## src/rtl/imem_fetch_router.sv

```systemverilog
// Instruction-fetch router: steers fetches to ITCM or IAXI, tracks up to MAX_OUTSTANDING in-flight reads, drops stale data after flush.
// Latency: request outputs are combinational from pc. Data returns with the source latency, forwarded combinationally from the source.
// Backpressure: pc_ready drops on flush, auto-load, full tracker, target switch with reads in flight, or IAXI not ready.
module imem_fetch_router #(
  parameter int                    ADDR_WIDTH      = 32,
  parameter int                    INSTR_WIDTH     = 32,
  parameter int                    HAS_ITCM        = 1,
  parameter logic [ADDR_WIDTH-1:0] ITCM_START_ADDR = 32'h0000_0000,
  parameter logic [ADDR_WIDTH-1:0] ITCM_SIZE       = 32'h0001_0000,
  parameter int                    MAX_OUTSTANDING = 2
) (
  input  logic                   cpu_clk,
  input  logic                   cpu_rstn,
  input  logic [ADDR_WIDTH-1:0]  pc,
  input  logic                   pc_valid,
  output logic                   pc_ready,
  input  logic                   flush,
  output logic [INSTR_WIDTH-1:0] instr_read_data,
  output logic                   instr_read_data_valid,
  output logic                   instr_itcm_access,
  output logic [ADDR_WIDTH-1:0]  instr_itcm_addr,
  input  logic [INSTR_WIDTH-1:0] instr_itcm_read_data,
  input  logic                   instr_itcm_read_data_valid,
  input  logic                   itcm_auto_load,
  output logic                   IAXI_access,
  output logic [ADDR_WIDTH-1:0]  IAXI_addr,
  input  logic                   IAXI_ready,
  input  logic [INSTR_WIDTH-1:0] IAXI_read_data,
  input  logic                   IAXI_read_data_valid
);

  localparam int              CW      = $clog2(MAX_OUTSTANDING + 1);
  localparam logic [CW-1:0]   MAX_CNT = CW'(MAX_OUTSTANDING);
  localparam bit              ITCM_EN = (HAS_ITCM != 0);
  // One extra bit keeps the upper bound from wrapping at the top of memory.
  localparam logic [ADDR_WIDTH:0] ITCM_LO = {1'b0, ITCM_START_ADDR};
  localparam logic [ADDR_WIDTH:0] ITCM_HI = {1'b0, ITCM_START_ADDR} + {1'b0, ITCM_SIZE};

  typedef enum logic {
    TGT_ITCM = 1'b0,
    TGT_IAXI = 1'b1
  } tgt_e;

  logic [CW-1:0] out_cnt;
  logic [CW-1:0] drop_cnt;
  tgt_e          cur_tgt;

  logic              tgt_itcm;
  tgt_e              tgt;
  logic              issue;
  logic              resp;
  logic [ADDR_WIDTH:0] pc_ext;

  assign pc_ext = {1'b0, pc};

  // Address decode and request acceptance.
  always_comb begin
    tgt_itcm = ITCM_EN && (pc_ext >= ITCM_LO) && (pc_ext < ITCM_HI);
    tgt      = tgt_itcm ? TGT_ITCM : TGT_IAXI;
    // Mixing targets with reads in flight could reorder returns, so wait for drain.
    pc_ready = cpu_rstn && !flush && !itcm_auto_load && (out_cnt < MAX_CNT)
               && ((out_cnt == '0) || (tgt == cur_tgt))
               && (tgt_itcm || IAXI_ready);
    issue    = pc_valid && pc_ready;
  end

  // Request strobes; addresses follow pc directly.
  always_comb begin
    instr_itcm_access = issue && tgt_itcm;
    IAXI_access       = issue && !tgt_itcm;
    instr_itcm_addr   = pc;
    IAXI_addr         = pc;
  end

  // Response detection and forwarding; loader traffic on IAXI is not ours.
  always_comb begin
    resp = 1'b0;
    if (out_cnt != '0) begin
      if (cur_tgt == TGT_ITCM) resp = instr_itcm_read_data_valid;
      else                     resp = IAXI_read_data_valid && !itcm_auto_load;
    end
    instr_read_data_valid = resp && (drop_cnt == '0) && !flush;
    instr_read_data       = '0;
    if (instr_read_data_valid)
      instr_read_data = (cur_tgt == TGT_ITCM) ? instr_itcm_read_data : IAXI_read_data;
  end

  // In-flight counter and current target of the in-flight group.
  always_ff @(posedge cpu_clk or negedge cpu_rstn) begin
    if (!cpu_rstn) begin
      out_cnt <= '0;
      cur_tgt <= TGT_ITCM;
    end else begin
      out_cnt <= out_cnt + CW'(issue) - CW'(resp);
      if (issue) cur_tgt <= tgt;
    end
  end

  // Stale-response counter: every read still in flight after a flush is discarded.
  always_ff @(posedge cpu_clk or negedge cpu_rstn) begin
    if (!cpu_rstn) begin
      drop_cnt <= '0;
    end else if (flush) begin
      drop_cnt <= out_cnt - CW'(resp);
    end else if (resp && (drop_cnt != '0)) begin
      drop_cnt <= drop_cnt - CW'(1);
    end
  end

endmodule

```

## config.mk

```make
export PLATFORM = sky130hd
export DESIGN_NAME = imem_fetch_router
export DESIGN_NICKNAME = d
export VERILOG_FILES = /design/src/rtl/imem_fetch_router.sv
export SDC_FILE = /design/constraint.sdc
export NUM_CORES = 1
export LEC_CHECK = 0
export ABC_CLOCK_PERIOD_IN_PS = 2800
export BUFFER_PORTS_ARGS = -buffer_cell sky130_fd_sc_hd__buf_2
export CAP_MARGIN = 20
export CORE_AREA = 3 3 79 81
export DETAILED_ROUTE_END_ITERATION = 8
export DIE_AREA = 0 0 82 84
export GPL_TIMING_DRIVEN = 0
export PLACE_DENSITY_LB_ADDON = 0.08
export SYNTH_ARGS = -nofsm -noshare
export SYNTH_HDL_FRONTEND = slang
export SYNTH_SLANG_ARGS = --single-unit
```

## constraint.sdc

```tcl
create_clock -name cpu_clk -period 2.8 [get_ports cpu_clk]
set_input_delay 0 -clock cpu_clk [delete_from_list [all_inputs] [get_ports cpu_clk]]
set_output_delay 0 -clock cpu_clk [all_outputs]
set_load 0.01 [all_outputs]
```

==> results by group <==
Final layout
  – Storage cell area: 125 um2
  – Post-layout util: 45.5%
  – Final nets: 483
  – Design area: 0.00252 mm2
  – Share of cells above drive strength 1: 72.5%
  – Multi-input logic area: 761 um2
  – Diode count: 0
  – Layout Area Growth over Synthesis: 75.0%
  – # fillers: 592

Die
  – Die Width: 82 um
  – Row cnt: 27
  – Initial core utilization: 26.0%
  – Die ar.: 0.00689 mm2
  – DIE HEIGHT: 84 um
  – Core Area: 0.00554 mm2
  – I/O pins: 204

Setup path
  – Crit-path max cell delay: 0.43 ns
  – Slowest stage cell, crit path: dfrtp_1
  – Data required time at the worst endpoint: 2.90 ns
  – Buf/Inv on CP: 1
  – Levels on crit path: 8
  – CP Class: reg -> reg
  – Worst R2R Path Depth: 8
  – Crit-path leading delay family: simple AND/OR/NAND/NOR gates
  – CP cell instances: nor4b_2 -> and2_1 -> or3b_1 -> ha_1 -> inv_1 -> ha_1 -> xnor2_1 -> xnor2_1
  – Crit path arrival time: 2.31 ns
  – Crit. End Element: flop
  – Startpoint Class: flop
  – Critical path peak fanout: 5

Synthesis
  – Syn nets: 290
  – Post-synthesis sequential area ratio: 8.68%
  – Post-synth top area share: 33.9%
  – Ys Warns: 0
  – Cells after synthesis: 182
  – Post-synth EDFFs: 0
  – Average footprint of a synthesized cell: 7.92 um2
  – Count leader, synth: buf_4
  – Largest area contributor in the netlist: buf_4
  – Cell Area, Synth: 0.00144 mm2
  – Asr flop ratio synth: 100%
  – Synth cell types: 28
  – Top cells by instance count after synthesis: buf_4, nor2_1, mux2i_1, dfrtp_1, inv_1
  – #FFs+latches synth: 5
  – Top_reg_cell synth: dfrtp_1
  – Synth area leaders: buf_4, mux2i_1, nor2_1, dfrtp_1, ha_1

Routing
  – Initial DRC Count: 22
  – Final ANT Viol Nets: 0
  – Routed WL per cell: 11.7 um
  – Vias: 1808
  – Vias per inst: 4.05
  – DR pass1 iterations: 4
  – Residual DRC: 0
  – Routed Wire Length: 5.21 mm

Power and ir drop
  – LEAKAGE: 1.55 nW
  – VDD IR max: 0.000156 V
  – PwrDens: 403 mW/mm2

Timing
  – Final setup TNS: 0 ns
  – RSZ-0062 raised after global routing: false
  – Tcrit/Tclk final: 78.8%
  – Worst-Margin Slew: 0.340 ns
  – Pins Over Slew Limit: 0
  – Final min period: 2.21 ns
  – Final hold violations: 0
  – Fmax: 453 MHz
  – Clock Skews: 0.00140 ns
  – Final setup vio count: 0
  – Slew margin rel.: 77.2%

Clock network
  – CTS tree: yes
  – Clk sinks: 5
  – Clk_lat worst skew: 0.22 ns
  – Post-CTS Setup Inserts: 0
  – TritonCTS Buffers: 3
  – Clk pin slew, worst setup/hold paths: 0.04 ns
  – Clock Tree Buf Depth: 2
  – CTS H-Tree Depth: 1
  – Clk root buf: clkbuf_8

Global route
  – Total congestion overflow: 0
  – Initial antenna violation count: 0
  – Largest net degree at the start of global routing: 11
  – First-pass GRT wire length: 7.72 mm
  – Vias in the first global route: 1761
  – Total global-route track usage: 13.7%

Hold path
  – Hold Path Class: in -> reg
  – Hold Path Depth: 2

Placement
  – Hpwl dp: 4.78 mm
  – I/O Buffers: 187
  – Placed inst area: 0.00247 mm2
  – GPL Wtd Cong: 0.735

Status
  – Status: completed

Flow run
  – Max Cap Viol: 0
per-layer routing:
metal	routed length [um]	track usage [%]	part of all wire, %	vias up
li1	-	-	-	923
met1	1630	13.1	31	751
met2	2730	27.3	52	128
met3	794	3.67	15	6
met4	55	3.63	1.1	0
met5	0	0	0	-
metrics by stage:
stage	worst slack (ns)	instances	power [mW]	hold WS, ns
final	0.593	446	1.02	0.0444
after global routing	0.356	446	1.12	0.0676
after CTS	0.557	446	1.04	0.0503
after detailed placement	0.564	441	0.898	-0.168
after global placement	0.593	441	0.894	-0.171
after floorplan	0.697	182	0.670	-0.296
path summary, 6_finish.rpt:
check | startpoint | to | slack, ns
max | out_cnt[1]$_DFF_PN0_ | out_cnt[1]$_DFF_PN0_ | 0.59
min | flush | drop_cnt[0]$_DFFE_PN0P_ | 0.04
max reg2reg | out_cnt[1]$_DFF_PN0_ | out_cnt[1]$_DFF_PN0_ | 0.59
min reg2reg | out_cnt[0]$_DFF_PN0_ | out_cnt[0]$_DFF_PN0_ | 0.55
max in group asynchronous | cpu_rstn | drop_cnt[1]$_DFFE_PN0P_ | 2.52
min in group asynchronous | cpu_rstn | cur_tgt$_DFFE_PN0P_ | 0.13
cell families (layout without fill, tap and decap cells):
kind of cell / after synthesis / count (layout) / share of synthesized area, %
adder cells (fa/ha/maj): 4 / 4 / 3.47
AO/OA/AOI/OAI: 8 / 8 / 4.17
XOR/XNOR: 4 / 4 / 2.43
flip-flops: 5 / 5 / 8.68
buffers and inverters: 76 / 268 / 38.5
multiplexers: 33 / 33 / 22.9
AND/OR/NAND/NOR: 52 / 52 / 19.8
report_power, final:
part           switching [mW]  internal [mW]  total, mW
logic                   0.359          0.386      0.745
clock network          0.0346         0.0977      0.132
registers              0.0302          0.110      0.140
registers in the layout, summed over array words and instances (netlist names):
register and count:
cur_tgt 1, drop_cnt 2, out_cnt 2
layout make-up:
class | instances | share of cell area (%)
plain buffers | 71 | 21.3
multi-input cells | 101 | 30.2
clock buffers | 4 | 1.79
well taps | 72 | 3.57
flip-flops and latches | 5 | 4.96
repair buffers | 188 | 37.5
inverters | 5 | 0.744
placed cells by master, fill, tap and decap left out, drive strengths merged, types with 2 or more instances in the layout:
cell | Yosys | layout
dfrtp | 5 | 5
inv | 5 | 5
mux2i | 33 | 33
clkbuf | 0 | 4
ha | 4 | 4
a21oi | 3 | 3
nand3b | 2 | 2
nand2b | 2 | 2
buf | 71 | 258
nand2 | 2 | 2
a31oi | 2 | 2
nor2 | 34 | 34
xnor2 | 3 | 3
nor4 | 4 | 4
what timing repair did:
action / in CTS / in global routing
resized for setup: 0 / 0
hold buffers: 1 / 0
endpoints found under the hold margin: 5 / 0
No activity file was read; power rests on OpenSTA's default activity.
